===== src/rtl/opfetch_pkg.sv =====
// Shared constants and types for the operand fetch stage.
package opfetch_pkg;

    localparam int XLEN_DEFAULT       = 32;
    localparam int REG_ADDR_W_DEFAULT = 5;
    localparam int CTRL_W             = 8;

    // Bit positions inside the packed decode-control word
    localparam int CTRL_REG_WRITE = 0;
    localparam int CTRL_MEM_READ  = 1;

    // Source of a resolved operand
    typedef enum logic [1:0] {
        FWD_ZERO,
        FWD_EX,
        FWD_WB,
        FWD_RF
    } fwd_sel_e;

endpackage


===== src/rtl/operand_bypass_mux.sv =====
// Per-source operand resolution: x0 forcing, EX/WB bypass, and RAW hazard flag.
// With OPFETCH_FWD_EN undefined, the bypass is removed and every RAW match
// with EX or WB becomes a hazard instead.
module operand_bypass_mux
    import opfetch_pkg::*;
#(
    parameter int XLEN       = XLEN_DEFAULT,
    parameter int REG_ADDR_W = REG_ADDR_W_DEFAULT
) (
    input  logic [REG_ADDR_W-1:0] rs,
    input  logic [XLEN-1:0]       read_data,
    input  logic [REG_ADDR_W-1:0] ex_rd,
    input  logic                  ex_reg_write,
    input  logic                  ex_mem_read,
    input  logic [XLEN-1:0]       ex_result,
    input  logic [REG_ADDR_W-1:0] wb_rd,
    input  logic                  wb_write_valid,
    input  logic [XLEN-1:0]       wb_data,
    output logic [XLEN-1:0]       operand,
    output logic                  hazard
);

    fwd_sel_e sel;
    logic     ex_match;
    logic     wb_match;

    // rs != 0 also excludes ex_rd/wb_rd == 0 since the indices must be equal
    assign ex_match = ex_reg_write   && (rs != '0) && (ex_rd == rs);
    assign wb_match = wb_write_valid && (rs != '0) && (wb_rd == rs);

`ifdef OPFETCH_FWD_EN
    // A load in EX has no data yet; only that case must wait
    assign hazard = ex_match && ex_mem_read;
`else
    // Without bypass any in-flight producer must commit before the read
    assign hazard = ex_match || wb_match;
`endif

    // Select operand source; EX beats WB so the youngest producer wins
    always_comb begin
        sel = FWD_RF;
        if (rs == '0)
            sel = FWD_ZERO;
`ifdef OPFETCH_FWD_EN
        else if (ex_match && !ex_mem_read)
            sel = FWD_EX;
        else if (wb_match)
            sel = FWD_WB;
`endif
    end

    // Operand value for the chosen source
    always_comb begin
        case (sel)
            FWD_ZERO: operand = '0;
            FWD_EX:   operand = ex_result;
            FWD_WB:   operand = wb_data;
            default:  operand = read_data;
        endcase
    end

endmodule


===== src/rtl/operand_fetch_stage.sv =====
// ID/EX operand stage: drives register file reads, resolves operands through
// the bypass network, stalls on hazards and holds the ID/EX register under
// backpressure. Macro OPFETCH_FWD_EN enables EX/WB bypassing; when undefined
// the stage stalls on every RAW dependency instead.
module operand_fetch_stage
    import opfetch_pkg::*;
#(
    parameter int XLEN       = XLEN_DEFAULT,
    parameter int REG_ADDR_W = REG_ADDR_W_DEFAULT,
    parameter int CTRL_BITS  = CTRL_W
) (
    input  logic                  clk,
    input  logic                  reset,
    input  logic                  flush,
    input  logic                  in_valid,
    output logic                  in_ready,
    input  logic [XLEN-1:0]       in_pc,
    input  logic [REG_ADDR_W-1:0] in_rs1,
    input  logic [REG_ADDR_W-1:0] in_rs2,
    input  logic [REG_ADDR_W-1:0] in_rd,
    input  logic [CTRL_BITS-1:0]  in_ctrl,
    output logic [REG_ADDR_W-1:0] read_reg1,
    output logic [REG_ADDR_W-1:0] read_reg2,
    input  logic [XLEN-1:0]       read_data1,
    input  logic [XLEN-1:0]       read_data2,
    input  logic [REG_ADDR_W-1:0] ex_rd,
    input  logic                  ex_reg_write,
    input  logic                  ex_mem_read,
    input  logic [XLEN-1:0]       ex_result,
    input  logic [REG_ADDR_W-1:0] wb_rd,
    input  logic                  wb_write_valid,
    input  logic [XLEN-1:0]       wb_data,
    output logic                  out_valid,
    input  logic                  out_ready,
    output logic [XLEN-1:0]       out_pc,
    output logic [REG_ADDR_W-1:0] out_rd,
    output logic [CTRL_BITS-1:0]  out_ctrl,
    output logic [XLEN-1:0]       out_op1,
    output logic [XLEN-1:0]       out_op2
);

    logic [1:0][REG_ADDR_W-1:0] rs_vec;
    logic [1:0][XLEN-1:0]       rf_vec;
    logic [1:0][XLEN-1:0]       op_vec;
    logic [1:0]                 hazard;
    logic                       stall;
    logic                       accept;

    assign read_reg1 = in_rs1;
    assign read_reg2 = in_rs2;

    assign rs_vec = {in_rs2, in_rs1};
    assign rf_vec = {read_data2, read_data1};

    for (genvar g = 0; g < 2; g++) begin : g_src
        operand_bypass_mux #(
            .XLEN       (XLEN),
            .REG_ADDR_W (REG_ADDR_W)
        ) u_mux (
            .rs             (rs_vec[g]),
            .read_data      (rf_vec[g]),
            .ex_rd          (ex_rd),
            .ex_reg_write   (ex_reg_write),
            .ex_mem_read    (ex_mem_read),
            .ex_result      (ex_result),
            .wb_rd          (wb_rd),
            .wb_write_valid (wb_write_valid),
            .wb_data        (wb_data),
            .operand        (op_vec[g]),
            .hazard         (hazard[g])
        );
    end

    assign stall    = in_valid && (|hazard);
    assign in_ready = !flush && !stall && (!out_valid || out_ready);
    assign accept   = in_valid && in_ready;

    // ID/EX register: flush kills, backpressure holds, accept loads, else bubble
    always_ff @(posedge clk or negedge reset) begin
        if (!reset) begin
            out_valid <= 1'b0;
            out_pc    <= '0;
            out_rd    <= '0;
            out_ctrl  <= '0;
            out_op1   <= '0;
            out_op2   <= '0;
        end else if (flush) begin
            out_valid <= 1'b0;
        end else if (out_valid && !out_ready) begin
            out_valid <= out_valid;
        end else if (accept) begin
            out_valid <= 1'b1;
            out_pc    <= in_pc;
            out_rd    <= in_rd;
            out_ctrl  <= in_ctrl;
            out_op1   <= op_vec[0];
            out_op2   <= op_vec[1];
        end else begin
            out_valid <= 1'b0;
        end
    end

endmodule

===== config.mk =====
export PLATFORM = sky130hd
export DESIGN_NAME = operand_fetch_stage
export DESIGN_NICKNAME = d
export VERILOG_FILES = /design/src/rtl/opfetch_pkg.sv /design/src/rtl/operand_bypass_mux.sv /design/src/rtl/operand_fetch_stage.sv
export SDC_FILE = /design/constraint.sdc
export NUM_CORES = 1
export LEC_CHECK = 0
export CORE_AREA = 2 2 124 126
export CTS_CLUSTER_SIZE = 12
export DETAILED_ROUTE_END_ITERATION = 10
export DIE_AREA = 0 0 126 128
export PLACE_DENSITY = 0.76
export SKIP_CTS_REPAIR_TIMING = 1
export SYNTH_ARGS = -nofsm -noshare
export SYNTH_HDL_FRONTEND = slang
export SYNTH_SLANG_ARGS = --single-unit
export TNS_END_PERCENT = 30

===== constraint.sdc =====
create_clock -name clk -period 2.1 [get_ports clk]
set_clock_uncertainty 0.2 [all_clocks]
set_input_delay 0.42 -clock clk [delete_from_list [all_inputs] [get_ports clk]]
set_output_delay 0.42 -clock clk [all_outputs]
set_load 0.005 [all_outputs]

==> After elaboration in Yosys (flattened, before gate mapping) <==
Cells that the tools add are included.
{ "word_totals": {"reg_bits": 110, "in_bits": 201, "output_inout_bits": 121, "elab_cells": 52} }
{ "classes": {"eq_ne": 9, "n_mux": 7, "bitwise": 2, "n_reduce_logical": 28} }
{ "ops": {"columns": ["cell", "count"], "rows": [
  ["$pmux 32 s3", 2],
  ["$eq 5x5->1", 4],
  ["$logic_and 1x1->1", 13],
  ["$logic_not 5->1", 2],
  ["$reduce_bool 5->1", 2],
  ["$eq 2x1->1 const B", 2],
  ["$eq 2x2->1 const B", 2],
  ["$logic_not 1->1", 4],
  ["$logic_not 2->1", 2],
  ["$mux 2", 2],
  ["$logic_or 1x1->1", 3],
  ["$mux 1", 3],
  ["$reduce_and 3->1", 1],
  ["$ne 2x2->1 const B", 1],
  ["$not 1->1", 2],
  ["$reduce_or 2->1", 1]
]} }

==> Longest topological paths before layout <==
{ "logic_depth": {"ltp_word": 13, "ltp_mapped": 9, "depth_no_buf": 6} }

==> Cells and area by module <==
From an unflattened synthesis, not the netlist that was laid out.
{ "unflattened": {"cells_unflattened": 351, "hier_area_um2": 5420.2} }
{ "by_module_without_submodules": {"columns": ["module", "instances", "cells_per_inst", "area_each_um2", "seq_area_each_um2"], "rows": [
  ["operand_fetch_stage", 1, 247, 4699.5, 2752.6],
  ["operand_bypass_mux", 2, 52, 360.3, 0.0]
]} }

==> Worst setup path after synthesis <==
OpenSTA, ideal clock, no wires.
{ "synth_timing": {"kind": "input port to flip-flop", "startpoint": "input port in_rs1[0]", "endpoint": "register out_ctrl[0]", "setup_ps": 125, "arrival_time_ps": 1833, "required_time_ps": 1775, "slack_ps": -58, "cell_stages": 8, "path_buffers": 2, "path_cell_list": "xor2_1 > nor4_1 > nand4_1 > and4_4 > nand4b_1 > buf_6 > buf_6 > mux2_2"} }
{ "synth_via": {"elab_chain_len": 11, "word_cells_on_any_way": 15, "classes_between": "eq/ne (2); reduce/logical (13)"} }
{ "synth_lines": {"columns": ["item", "line", "text"], "rows": [
  ["start, declared", "operand_fetch_stage.sv:18", "input logic [REG_ADDR_W-1:0] in_rs1,"],
  ["$reduce_bool 5->1", "operand_bypass_mux.sv:28, operand_bypass_mux.sv:29", null],
  ["$logic_and 1x1->1, on equally long branches (2 in series)", "operand_bypass_mux.sv:28, operand_bypass_mux.sv:29", null],
  ["$logic_or 1x1->1 (*)", "operand_bypass_mux.sv:36", "assign hazard = ex_match || wb_match;"],
  ["$reduce_or 2->1 (*)", "operand_fetch_stage.sv:74", "assign stall = in_valid && (|hazard);"],
  ["$logic_and 1x1->1 (*)", "operand_fetch_stage.sv:74", null],
  ["$logic_not 1->1 (*)", "operand_fetch_stage.sv:75", "assign in_ready = !flush && !stall && (!out_valid || out_ready);"],
  ["$logic_and 1x1->1 (*) (2 in series)", "operand_fetch_stage.sv:75", null],
  ["$logic_and 1x1->1 (*)", "operand_fetch_stage.sv:76", "assign accept = in_valid && in_ready;"],
  ["$reduce_and 3->1 (no source line) (*)", null, null],
  ["end signal, assigned", "operand_fetch_stage.sv:95", "out_ctrl <= in_ctrl;"],
  ["end, declared", "operand_fetch_stage.sv:37", "output logic [CTRL_BITS-1:0] out_ctrl,"]
]} }
Every way passes the cells marked *; elsewhere a longest branch is shown, timed or not.
A chain may end at the register's enable or synchronous reset.

==> Worst setup path in the final report <==
{ "layout_timing": {"startpoint": "input port in_rs2[4]", "endpoint": "output port in_ready"} }
{ "layout_via": {"elab_chain_len": 9, "word_cells_on_any_way": 13, "classes_between": "eq/ne (2); reduce/logical (11)"} }
{ "layout_lines": {"columns": ["item", "line", "text"], "rows": [
  ["start, declared", "operand_fetch_stage.sv:19", "input logic [REG_ADDR_W-1:0] in_rs2,"],
  ["$reduce_bool 5->1", "operand_bypass_mux.sv:28, operand_bypass_mux.sv:29", null],
  ["$logic_and 1x1->1, on equally long branches (2 in series)", "operand_bypass_mux.sv:28, operand_bypass_mux.sv:29", null],
  ["$logic_or 1x1->1 (*)", "operand_bypass_mux.sv:36", null],
  ["$reduce_or 2->1 (*)", "operand_fetch_stage.sv:74", null],
  ["$logic_and 1x1->1 (*)", "operand_fetch_stage.sv:74", null],
  ["$logic_not 1->1 (*)", "operand_fetch_stage.sv:75", null],
  ["$logic_and 1x1->1 (*) (2 in series)", "operand_fetch_stage.sv:75", null],
  ["end, declared", "operand_fetch_stage.sv:16", "output logic in_ready,"]
]} }
Marked as above.

==> impl_metrics.ini <==
[synth]
yosys_warnings = 0
synth-seq-cells = 110
synthMuxAreaShare_pct = 23.4
synth.distinct_cells = 19
synth_area_mm2 = 0.00490
syn_avg_cell_area_um2 = 11.7
yosys.area_share.xor_xnor_pct = 3.58
synth_top_family_by_area = multiplexers
syn_nets = 618
ys_seq_area_share_pct = 56.2
synth_fa_ha_area_share_pct = 0
syn_inst = 417
yosys.area_share.simple_pct = 7.18
synth_compound_area_share_pct = 0.204

[setup_path]
rrSetupSlack_ns = 0.33
cp.arrival_ns = 1.61
worstPathMaxFanout = 3
worstSetupEndpointType = output pin
crit_path_start = in_rs2[4]
crit_end = in_ready
start_kind = input pin
reg2regPathDepth = 6
r2r_end = out_ctrl[6]
worstPathRequired_ns = 1.48
path_class = in -> out
r2r-start = out_valid

[clocking]
cts_tree = done
clkTransAtPathRegs_ns = 0.07
cts_buffer_depth = 2
cts.sinks = 110
h-tree-depth = 3
numCtsBuffers = 9
insertion_delay_ns = 0.34
cts_root_buffer = clkbuf_16

[drt]
dr.pass1.iters = 4
wl_per_cell_um = 15.6
ant_nets = 0
drt-initial-drc-count = 131
remaining_drc_errors = 0
wl_mm = 13.7
vias_per_cell = 4.52
vias = 3970

[placement]
hpwlAfterDp_mm = 10.7
numPortBuffers = 256
dpl_cell_area_mm2 = 0.00781
gp_congestion = 0.836
placed_cells = 864
dp_worst_setup_slack_ns = -0.938

[power_and_ir_drop]
power_mw = 6.53
ir_drop_v = 0.000371
power_density_mw_per_mm2 = 791
p_leak_nw = 4.22

[global_route]
antenna_found_initial = 0
grt_use_total_pct = 16.5
grt_pass1_wl_mm = 21.1
grt_max_degree = 63
grt_pass1_vias = 4352
grt_overflow = 0

[floorplanning]
die-area_mm2 = 0.0161
rows = 45
pin_count = 322
start_util_pct = 33.0
core_area_mm2 = 0.0149
die_y_um = 128
die_x_um = 126

[worst_hold_path]
hold_path.class = in -> async

[layout]
diodes = 0
postLayoutCellArea_mm2 = 0.00825
post-route-util_pct = 55.5
layout_commonest_cell = clkdlybuf4s50_1
most-common-layout-cells = clkdlybuf4s50_1 (234), dfrtp_1 (110), nand2_1 (67), inv_1 (64), mux2i_1 (63)
drive_gt1_share_pct = 16.5
syn2layout_area_growth_pct = 68.5
fin_nets = 889
num-fill-cells = 1236
final_cells = 879

[sta]
tns_ns = -6.13
maxSlewHeadroom_pct = 77.8
timing.fmax_mhz = 448
finalHoldViolCount = 0
setup_viol = 70
drv_slew = 0
tightestPinTransition_ns = 0.334
whs_ns = 0.260
finalCriticalPeriod_ns = 2.23
finalCritPeriodShare_pct = 106
rsz0062_at_grt = yes
worst_slack_ns = -0.130

[status]
violations = setup timing
status = finished with violations

[run]
cap_viol_max_count = 0
## layout make-up
| cell class | count | area (um2) | area share (%) |
|---|---|---|---|
| clock buffer | 13 | 260 | 3.15 |
| timing repair buffer | 288 | 2940 | 35.6 |
| multi-input combinational | 214 | 1790 | 21.7 |
| clock inverter | 1 | 30.0 | 0.364 |
| sequential | 110 | 2750 | 33.3 |
| inverter | 65 | 244 | 2.96 |
| tap | 188 | 235 | 2.85 |
## worst max-delay path, cell delays in order
cell	delay (ns)
buf_8	0.10
buf_6	0.12
xor2_2	0.17
nor4_2	0.27
nand4_1	0.14
and4_4	0.18
inv_2	0.05
a21oi_2	0.04
buf_2	0.12
## sequential cells by signal, indices dropped and copies added (netlist names)
register / cells
out_rd: 5
out_op2: 32
out_op1: 32
out_valid: 1
out_ctrl: 8
out_pc: 32
## where the power goes
part / total, mW / internal, mW / switching [mW]
clock: 1.68 / 0.979 / 0.705
sequential: 2.79 / 2.56 / 0.236
combinational: 2.05 / 1.37 / 0.679
total: 6.53 / 4.91 / 1.62
## worst min path at each step
stage | start | to | cells past startpoint
6_report | reset | out_pc[13] | 2
3_3_place_gp | reset | out_ctrl[1] | 1
5_1_grt | reset | out_ctrl[1] | 2
4_1_cts | reset | out_ctrl[1] | 1
2_1_floorplan | reset | out_ctrl[0] | 0
3_5_place_dp | reset | out_ctrl[1] | 1
## per-layer routing
metal	share of wire [%]	vias up	wire [um]	GRT usage, %
li1	-	1838	-	-
met1	38	1910	5210	18.2
met2	52	185	7080	29.6
met3	6.6	37	901	4.09
met4	3.7	0	511	8.40
met5	0	-	0	0
## synth_stat cells
master | n | area share, %
dfrtp_1 | 110 | 56
nand2_1 | 67 | 5.1
inv_1 | 65 | 5.0
mux2i_1 | 64 | 13
mux2_2 | 45 | 10
xor2_1 | 16 | 2.9
buf_4 | 15 | 2.3
buf_6 | 6 | 1.4
clkbuf_1 | 6 | 0.46
nand4_1 | 4 | 0.51
nor4_1 | 4 | 0.51
xnor2_1 | 4 | 0.72
a21oi_1 | 2 | 0.20
nand2b_1 | 2 | 0.26
nor2_1 | 2 | 0.15
nor3_1 | 2 | 0.20
and4_4 | 1 | 0.23
buf_8 | 1 | 0.31
nand4b_1 | 1 | 0.18
## logic make-up after synthesis
group | count (synthesis)
DFF | 110
buffers and inverters | 93
xor gates and xnor gates | 20
muxes | 109
and+or+nand+nor | 83
AOI/OAI and AO/OA | 2
No activity file was read; power rests on OpenSTA's default activity.
